File: config.mk
export PLATFORM = sky130hd
export DESIGN_NAME = genius_score_ctrl
export DESIGN_NICKNAME = d
export VERILOG_FILES = /design/src/rtl/genius_pkg.sv /design/src/rtl/genius_points_calc.sv /design/src/rtl/genius_score_ctrl.sv
export SDC_FILE = /design/constraint.sdc
export NUM_CORES = 1
export LEC_CHECK = 0
export ABC_AREA = 1
export ABC_CLOCK_PERIOD_IN_PS = 2400
export CAP_MARGIN = 40
export CORE_MARGIN = 2
export CORE_UTILIZATION = 48
export DETAILED_ROUTE_END_ITERATION = 7
export GPL_TIMING_DRIVEN = 1
export PLACE_DENSITY = 0.76
export SYNTH_ARGS = -nofsm -noshare
export SYNTH_HDL_FRONTEND = slang
export SYNTH_SLANG_ARGS = --single-unit
File: constraint.sdc
create_clock -name clk -period 2.4 [get_ports clk]
set_input_delay 0.48 -clock clk [delete_from_list [all_inputs] [get_ports clk]]
set_output_delay 0.48 -clock clk [all_outputs]
set_load 0.01 [all_outputs]
File: src/rtl/genius_pkg.sv
// rtl/genius_pkg.sv - shared widths, limits and state encoding for the Genius score path
package genius_pkg;

  localparam int ROUND_W   = 4;
  localparam int LEVEL_W   = 2;
  localparam int POINTS_W  = 8;
  localparam int MAX_ROUND = 15;

  typedef enum logic [1:0] {
    ST_IDLE   = 2'd0,
    ST_PLAY   = 2'd1,
    ST_SCORE  = 2'd2,
    ST_RESULT = 2'd3
  } state_t;

endpackage

File: src/rtl/genius_points_calc.sv
// rtl/genius_points_calc.sv - combinational level * round product, zero-extended to points width
module genius_points_calc #(
  parameter int ROUND_W  = genius_pkg::ROUND_W,
  parameter int LEVEL_W  = genius_pkg::LEVEL_W,
  parameter int POINTS_W = genius_pkg::POINTS_W
) (
  input  logic [LEVEL_W-1:0]  level,
  input  logic [ROUND_W-1:0]  round,
  output logic [POINTS_W-1:0] product
);

  // Both operands are widened first so the multiply is evaluated at points width.
  assign product = POINTS_W'(level) * POINTS_W'(round);

endmodule

File: src/rtl/genius_score_ctrl.sv
// rtl/genius_score_ctrl.sv - Genius round sequencer, final points and per-level best score
module genius_score_ctrl #(
  parameter int ROUND_W   = genius_pkg::ROUND_W,
  parameter int LEVEL_W   = genius_pkg::LEVEL_W,
  parameter int POINTS_W  = genius_pkg::POINTS_W,
  parameter int MAX_ROUND = genius_pkg::MAX_ROUND
) (
  input  logic                clk,
  input  logic                rst_n,
  input  logic                start,
  input  logic                hit,
  input  logic                miss,
  input  logic [LEVEL_W-1:0]  setup_level,
  input  logic [1:0]          setup_mapa,
  output logic [LEVEL_W-1:0]  reg_setup_level,
  output logic [1:0]          reg_setup_mapa,
  output logic [ROUND_W-1:0]  round,
  output logic                playing,
  output logic [POINTS_W-1:0] points,
  output logic [POINTS_W-1:0] best,
  output logic                new_best,
  output logic                win,
  output logic                lose,
  output logic                done
);

  import genius_pkg::*;

  localparam int NLEVELS = 2 ** LEVEL_W;
  localparam logic [ROUND_W-1:0] LAST_ROUND = ROUND_W'(MAX_ROUND - 1);

  state_t              state;
  logic [POINTS_W-1:0] best_tbl [NLEVELS];
  logic [POINTS_W-1:0] product;

  genius_points_calc #(
    .ROUND_W  (ROUND_W),
    .LEVEL_W  (LEVEL_W),
    .POINTS_W (POINTS_W)
  ) u_points_calc (
    .level   (reg_setup_level),
    .round   (round),
    .product (product)
  );

  assign playing = (state == ST_PLAY);
  assign best    = best_tbl[reg_setup_level];

  always_ff @(posedge clk or negedge rst_n) begin
    if (!rst_n) begin
      state           <= ST_IDLE;
      reg_setup_level <= '0;
      reg_setup_mapa  <= '0;
      round           <= '0;
      points          <= '0;
      new_best        <= 1'b0;
      win             <= 1'b0;
      lose            <= 1'b0;
      done            <= 1'b0;
      for (int i = 0; i < NLEVELS; i++) begin
        best_tbl[i] <= '0;
      end
    end else begin
      done <= 1'b0;
      case (state)
        ST_IDLE, ST_RESULT: begin
          // points is deliberately left alone so the last result stays visible
          if (start) begin
            state           <= ST_PLAY;
            reg_setup_level <= setup_level;
            reg_setup_mapa  <= setup_mapa;
            round           <= '0;
            win             <= 1'b0;
            lose            <= 1'b0;
            new_best        <= 1'b0;
          end
        end
        ST_PLAY: begin
          // miss has priority over a simultaneous hit
          if (miss) begin
            lose  <= 1'b1;
            state <= ST_SCORE;
          end else if (hit) begin
            round <= round + ROUND_W'(1);
            if (round == LAST_ROUND) begin
              win   <= 1'b1;
              state <= ST_SCORE;
            end
          end
        end
        ST_SCORE: begin
          points <= product;
          if (product > best_tbl[reg_setup_level]) begin
            best_tbl[reg_setup_level] <= product;
            new_best                  <= 1'b1;
          end
          done  <= 1'b1;
          state <= ST_RESULT;
        end
        default: state <= ST_IDLE;
      endcase
    end
  end

endmodule

==> results of run 1 <==
## where the power goes
part,total [mW],switching [mW],leakage [nW],internal (mW)
Combinational,2.57,1.53,1.09,1.04
Sequential,1.11,0.143,0.592,0.970
Clock,0.577,0.267,0.0552,0.309
Total,4.26,1.94,1.73,2.31
## flip-flops by register name, indices dropped and copies added (netlist names)
register         flops
new_best             1
win                  1
reg_setup_mapa       2
points               6
lose                 1
done                 1
reg_setup_level      2
round                4
state                2
best_tbl            24
## area by class of cell
class | count | area [µm²]
multi-input combinational | 189 | 1310
fill | 323 | 1280
sequential | 44 | 1100
timing repair buffer | 73 | 631
inverter | 48 | 195
clock buffer | 6 | 72.6
tap | 54 | 67.6
clock inverter | 2 | 35.0
## routing by layer
| metal | vias to the layer above | wire length, µm | GRT usage, % |
|---|---|---|---|
| met2 | 77 | 3510 | 41.3 |
| met5 | - | 0 | 0 |
| met4 | 0 | 169 | 8.08 |
| met1 | 1036 | 2610 | 29.1 |
| li1 | 1043 | - | - |
| met3 | 17 | 312 | 5.21 |
## timing repair
action / in CTS / in global routing
setup endpoints to repair: 31 / 29
gates resized for setup: 52 / 47
buffers inserted: 14 / 4
gates cloned: 1 / 0
pin swaps: 14 / 18
hold endpoints to repair: 0 / 0
## worst paths after layout
kind | startpoint | to | slack (ps) | cells after the start
setup / recovery | reg_setup_level[0]$_DFFE_PN0P_ | best_tbl[1]$_DFFE_PN0P_ | -280 | 16
min in group clk | best_tbl[29]$_DFFE_PN0P_ | best_tbl[29]$_DFFE_PN0P_ | 480 | 2
hold / removal | rst_n | best_tbl[13]$_DFFE_PN0P_ | 240 | 2
hold reg to reg | best_tbl[29]$_DFFE_PN0P_ | best_tbl[29]$_DFFE_PN0P_ | 480 | 2
max in group asynchronous | rst_n | points[2]$_DFFE_PN0P_ | 1770 | 2
setup reg to reg | reg_setup_level[0]$_DFFE_PN0P_ | best_tbl[1]$_DFFE_PN0P_ | -280 | 16
## cells in the final DEF, fill, tap and decap left out, drive strengths merged, types with 2 or more instances in the layout
master	count
o21ai	31
nor2	9
o22ai	3
a22oi	3
a21oi	10
nand2	98
clkdlybuf4s50	26
dlygate4sd2	5
clkbuf	7
buf	41
inv	48
o31ai	2
xor2	2
nand3	7
conb	4
o21a	2
ha	14
dfrtp	44
## cells by family after synthesis
| kind of cell | count (synthesis) |
|---|---|
| buf+inv | 53 |
| other cells | 1 |
| flops | 44 |
| compound gates | 53 |
| simple gates | 113 |
| xor+xnor | 3 |
| fa+ha+maj | 15 |
## stage by stage
step	power (mW)	setup TNS, ps	area (µm²)	util [%]
6_report	4.26	-3160	3410	72.6
5_1_grt	4.51	-5440	3410	72.6
4_1_cts	3.93	-1310	3240	69.1
3_5_place_dp	2.96	-3690	2890	61.5
3_3_place_gp	2.90	-1030	2890	61.5
2_1_floorplan	2.20	-1610	2370	-
==> Flow_metrics.wiki, run 1 <==
{| class="wikitable"
! Metric !! Value
|-
| Final RePlAce weighted congestion || 0.843
|-
| Clk Latency, worst-skew pair || 310 ps
|-
| Number of enable flip-flop cells after synthesis || 0
|-
| P&R area growth vs syn || 47.3%
|-
| Number of register bits inferred by synthesis || 44
|-
| Final cell count without fillers || 416
|-
| Count of synthesis-stage warnings from yosys || 0
|-
| Leading register cell type out of synthesis || sky130_fd_sc_hd__dfrtp_1
|-
| Die area || 5390 µm²
|-
| DRC errors left || 0
|-
| Avg Synthesized Cell Area || 8.20 µm²
|-
| Class of the worst hold path || in2async
|-
| Async SR Flop Fraction || 100%
|-
| Leakage Power || 1.73 nW
|-
| Maximum net fanout on the critical path || 6
|-
| Setup crit end kind || flip-flop
|-
| Worst-Margin Slew || 565 ps
|-
| CTS tree || done
|-
| Syn Std Cell Area || 2310 µm²
|-
| Compound-Gate Fraction of Synth Area || 13.5%
|-
| Count of vias placed by the detailed router || 2173
|-
| Worst endpoint data arrival time || 2900 ps
|-
| Core area || 4690 µm²
|-
| Die width || 73.4 µm
|-
| Pin count of the biggest net entering global routing || 45
|-
| Number of optimization iterations in the first detailed-route pass || 4
|-
| Height of the chip || 73.4 µm
|-
| Inst Count DP || 389
|-
| Cell with the most instances after synthesis || sky130_fd_sc_hd__nand2_1
|-
| Hpwl dp || 3.95 mm
|-
| Setup repair after global routing missed its margin || true
|-
| Total clock sinks || 44
|-
| Total CTS buffers || 5
|-
| Initial Utilization || 49.3%
|-
| Average wire per standard cell || 15.9 µm
|-
| CP max stage cell || sky130_fd_sc_hd__dfrtp_1
|-
| Final Net Count || 385
|-
| Final setup margin || -276 ps
|-
| Clock root cell || sky130_fd_sc_hd__clkbuf_8
|-
| H-Tree Depth || 2
|-
| Post-synth top area share || 47.6%
|-
| Register area share after synthesis || 47.6%
|-
| Total count of max-transition violations in the final report || 0
|-
| Antenna viol nets, final || 0
|-
| Largest buffer count on any clock path || 2
|-
| Highest achievable clock rate || 374 MHz
|-
| Number of distinct library cell variants in the gate-level netlist after synthesis || 26
|-
| # rows || 25
|-
| Final critical path time including I/O delays and setup || 2680 ps
|-
| Maximum VDD drop || 691 µV
|-
| Post-route fraction of the period consumed by the critical path || 111%
|-
| Global-route wire length before repair || 9.62 mm
|-
| Setup violators final || 26
|-
| Clock input transition at the sequential cells of the worst setup and hold paths || 90 ps
|-
| Critical path's largest stage delay || 430 ps
|-
| Pwr per Cell Area || 1250 nW/µm²
|-
| Crit Path Class || reg2reg
|-
| Sort of element at the start of the critical path || flip-flop
|-
| Final count of hold timing violations || 0
|-
| Violated checks || negative setup slack
|-
| Required time at the worst-slack endpoint || 2620 ps
|-
| Commonest cells in the synthesized netlist || sky130_fd_sc_hd__nand2_1, sky130_fd_sc_hd__dfrtp_1, sky130_fd_sc_hd__inv_1
|-
| Xor and xnor fraction of the mapped netlist area || 1.14%
|-
| Result of the run || finished with violations
|-
| Count of buffers inserted at the top-level ports || 33
|-
| Antenna violations before repair || 0
|-
| Mux cell area share after synthesis || 0%
|-
| Antenna diode count || 0
|-
| Final Routed Wirelength || 6.60 mm
|-
| Hold Buf Count CTS || 0
|-
| Overall track demand over capacity in global routing || 23.8%
|-
| Cell repeated most along the worst path || sky130_fd_sc_hd__nand2_2
|-
| Worst hold slack || 236 ps
|-
| Library cell occupying the most area in the post-synthesis netlist || sky130_fd_sc_hd__dfrtp_1
|-
| CP Cell Sequence || nand2_1 -> inv_2 -> ha_4 -> fa_2 -> xor2_4 -> ha_4 -> nand2_4 -> inv_2 -> nand2_2 -> nand2_2 -> nand2_2 -> nand2_4 -> nand2_8 -> nor2_4 -> nand2_1 -> o21ai_1
|-
| Post-DR vias/cell || 5.22
|-
| I/O pin total || 38
|-
| Post-Synth Simple-Gate Area || 19.9%
|-
| Share of final-layout standard cells stronger than drive strength 1 || 34.3%
|-
| Adder-cell share of the synthesized area || 8.44%
|-
| Worst slack after detailed placement || -233 ps
|-
| Max-Cap Viols || 0
|-
| Critical path's top delay family || simple AND/OR/NAND/NOR gates
|-
| Number of instances in the synthesized netlist || 282
|-
| Vias in the first global route || 2033
|-
| GRT overflow || 0
|-
| Top cells by area in the synthesized netlist || sky130_fd_sc_hd__dfrtp_1, sky130_fd_sc_hd__nand2_1, sky130_fd_sc_hd__ha_1
|-
| CP Buf/Inv Count || 2
|-
| Largest family of logic cells by synthesized area || simple AND/OR/NAND/NOR gates
|-
| Worst rel slew slack || 62.4%
|-
| Max Clock Skew || 6.50 ps
|-
| Detailed Route Iter0 Violations || 176
|}
No activity file was read; power rests on OpenSTA's default activity.
==> run 2: changes to the inputs <==
--- a/config.mk
+++ b/config.mk
@@ -10,9 +10,11 @@
 export CAP_MARGIN = 40
 export CORE_MARGIN = 2
 export CORE_UTILIZATION = 48
+export CTS_CLUSTER_SIZE = 28
 export DETAILED_ROUTE_END_ITERATION = 7
 export GPL_TIMING_DRIVEN = 1
-export PLACE_DENSITY = 0.76
+export PLACE_DENSITY_LB_ADDON = 0.1
+export SKIP_LAST_GASP = 1
 export SYNTH_ARGS = -nofsm -noshare
 export SYNTH_HDL_FRONTEND = slang
 export SYNTH_SLANG_ARGS = --single-unit
==> run 2 against run 1 <==
  * The flow still finishes with violations (negative setup slack)
  * Maximum frequency up 4.3%
  * Sequential share of layout area up 0.82 points
  * Core utilization down 1.8 points
  * Count of clock-buffer cells in the layout up 1
  * Worst setup slack better by 110 ps
  * First-iteration DRC count down 26%
  * Flip-flop and latch count unchanged
  * Clock power down 15%
  * Global-route usage down 0.90 points
  * Register-to-register slack better by 110 ps
  * Die area unchanged
==> Flow_metrics.wiki, run 2 (synthesis gave the netlist of run 1 again) <==
{| class="wikitable"
! Metric !! Value
|-
| Final Net Count || 379
|-
| Post-DR vias/cell || 4.98
|-
| # rows || 25
|-
| Number of filler cells placed in the layout || 373
|-
| CTS tree || done
|-
| Max Clock Skew || 7.12 ps
|-
| Initial Utilization || 49.3%
|-
| Clock network fraction of design power || 12.3%
|-
| Total clock sinks || 44
|-
| Largest buffer count on any clock path || 2
|-
| Share of final-layout standard cells stronger than drive strength 1 || 28.7%
|-
| Hpwl dp || 3.94 mm
|-
| Detailed Route Iter0 Violations || 130
|-
| Worst endpoint data arrival time || 2800 ps
|-
| Setup TNS || -3060 ps
|-
| Antenna diode count || 0
|-
| Count of vias placed by the detailed router || 2040
|-
| Class of the worst hold path || in2async
|-
| Final Core Density || 70.8%
|-
| Leakage Power || 1.72 nW
|-
| Worst slack after detailed placement || -205 ps
|-
| Post-route fraction of the period consumed by the critical path || 107%
|-
| Switching share of power || 45.1%
|-
| Max-Cap Viols || 0
|-
| Setup crit end kind || flip-flop
|-
| P_sw || 1.79 mW
|-
| Height of the chip || 73.4 µm
|-
| Final RePlAce weighted congestion || 0.887
|-
| Largest registers || best_tbl: 24 flops, points: 6 flops, round: 4 flops
|-
| Highest achievable clock rate || 390 MHz
|-
| I/O pin total || 38
|-
| Clock input transition at the sequential cells of the worst setup and hold paths || 80 ps
|-
| Violated checks || negative setup slack
|-
| Setup repair after global routing missed its margin || true
|-
| Final Routed Wirelength || 5.75 mm
|-
| Worst rel slew slack || 62.9%
|-
| Die area || 5390 µm²
|-
| Final count of hold timing violations || 0
|-
| Count of buffers inserted at the top-level ports || 33
|-
| Required time at the worst-slack endpoint || 2630 ps
|-
| Clk Latency, worst-skew pair || 300 ps
|-
| Top library cells by usage in the layout, fill and taps aside || sky130_fd_sc_hd__nand2_1, sky130_fd_sc_hd__dfrtp_1, sky130_fd_sc_hd__inv_1
|-
| Sort of element at the start of the critical path || flip-flop
|-
| Cell-internal power || 2.18 mW
|-
| Maximum net fanout on the critical path || 6
|-
| Antenna violations before repair || 0
|-
| Final critical path time including I/O delays and setup || 2560 ps
|-
| Final setup margin || -165 ps
|-
| H-Tree Depth || 2
|-
| Antenna viol nets, final || 0
|-
| Vias in the first global route || 1984
|-
| DRC errors left || 0
|-
| Core area || 4690 µm²
|-
| GRT overflow || 0
|-
| Setup violators final || 26
|-
| Overall track demand over capacity in global routing || 22.8%
|-
| Pwr per Cell Area || 1190 nW/µm²
|-
| P&R area growth vs syn || 43.6%
|-
| Number of optimization iterations in the first detailed-route pass || 4
|-
| Power share of the combinational group || 60.1%
|-
| Die width || 73.4 µm
|-
| Total CTS buffers || 5
|-
| Reg with most FFs || best_tbl
|-
| Worst-Margin Slew || 557 ps
|-
| Commonest non-fill, non-tap cell in the layout || sky130_fd_sc_hd__nand2_1
|-
| Clock root cell || sky130_fd_sc_hd__clkbuf_8
|-
| Crit Path Class || reg2reg
|-
| Max reg flops || 24
|-
| Pin count of the biggest net entering global routing || 45
|-
| Global-route wire length before repair || 9.16 mm
|-
| Average wire per standard cell || 14.0 µm
|-
| Total count of max-transition violations in the final report || 0
|-
| Result of the run || finished with violations
|-
| Maximum VDD drop || 632 µV
|-
| Worst hold slack || 247 ps
|-
| Register share of total power || 27.5%
|}
## run 2: cell count changes in the layout (fill, tap and decap cells not counted), moves of 4 or more
cell                      delta
sky130_fd_sc_hd__o21ai_2     -5
sky130_fd_sc_hd__inv_1       +6
sky130_fd_sc_hd__inv_2       -7
sky130_fd_sc_hd__nand2_1     +4
sky130_fd_sc_hd__buf_4       -5
## run 2: metrics by stage
stage | instance area, µm² | instances | power [mW]
final | 3320 | 410 | 3.97
after global routing | 3320 | 410 | 4.27
after CTS | 3160 | 409 | 3.66
after detailed placement | 2890 | 390 | 2.95
after global placement | 2890 | 390 | 2.92
after floorplan | 2370 | 285 | 2.20
## run 2: critical path: stages, from the launching register on
cell	delay, ps
sky130_fd_sc_hd__dfrtp_1	410
sky130_fd_sc_hd__nand2_1	90
sky130_fd_sc_hd__inv_2	50
sky130_fd_sc_hd__ha_4	160
sky130_fd_sc_hd__fa_2	420
sky130_fd_sc_hd__a21oi_2	190
sky130_fd_sc_hd__nor2_2	80
sky130_fd_sc_hd__ha_4	220
sky130_fd_sc_hd__nand2_2	70
sky130_fd_sc_hd__inv_2	60
sky130_fd_sc_hd__a21oi_4	230
sky130_fd_sc_hd__buf_6	160
sky130_fd_sc_hd__nand3_4	120
sky130_fd_sc_hd__inv_4	130
sky130_fd_sc_hd__nand2_2	50
sky130_fd_sc_hd__o21ai_1	60
## run 2: layout make-up
type                    count  area [µm²]  share of cell area, %
repair buffers             67         589                   17.7
flip-flops and latches     44        1100                   33.1
inverters                  48         195                   5.87
clock buffers               7        86.3                   2.60
clock inverters             1        7.51                  0.226
multi-input cells         189        1280                   38.4
well taps                  54        67.6                   2.03
## run 2: layer usage
layer  GRT usage (%)  vias up  wire [µm]
met2            37.4       49       2860
li1                -     1026          -
met5               0        -          0
met4            12.3        0        106
met1            28.2      958       2490
met3            4.66        7        284
## run 2: path summary, 6_finish.rpt
kind	from	slack, ps	cells past startpoint	to
max	reg_setup_level[1]$_DFFE_PN0P_	-160	15	best_tbl[10]$_DFFE_PN0P_
min	rst_n	250	2	best_tbl[18]$_DFFE_PN0P_
max reg2reg	reg_setup_level[1]$_DFFE_PN0P_	-160	15	best_tbl[10]$_DFFE_PN0P_
min reg2reg	reg_setup_mapa[1]$_DFFE_PN0P_	490	2	reg_setup_mapa[1]$_DFFE_PN0P_
max in group asynchronous	rst_n	1770	2	reg_setup_level[1]$_DFFE_PN0P_
min in group clk	reg_setup_mapa[1]$_DFFE_PN0P_	490	2	reg_setup_mapa[1]$_DFFE_PN0P_
## run 2: power groups by stage
stage | clock network (mW) | logic, mW | registers, mW
2_1_floorplan | 0 | 1.06 | 1.14
3_3_place_gp | 0 | 1.82 | 1.10
3_5_place_dp | 0 | 1.85 | 1.10
4_1_cts | 0.498 | 2.08 | 1.09
5_1_grt | 0.534 | 2.61 | 1.12
6_report | 0.489 | 2.39 | 1.09
## run 2: repair_timing
action | CTS | global route
hold endpoints to repair | 0 | 0
buffers inserted | 11 | 4
pin swaps | 15 | 23
cloned | 1 | 0
setup endpoints to repair | 31 | 32
hold buffers | 0 | 0
gates resized for setup | 38 | 42
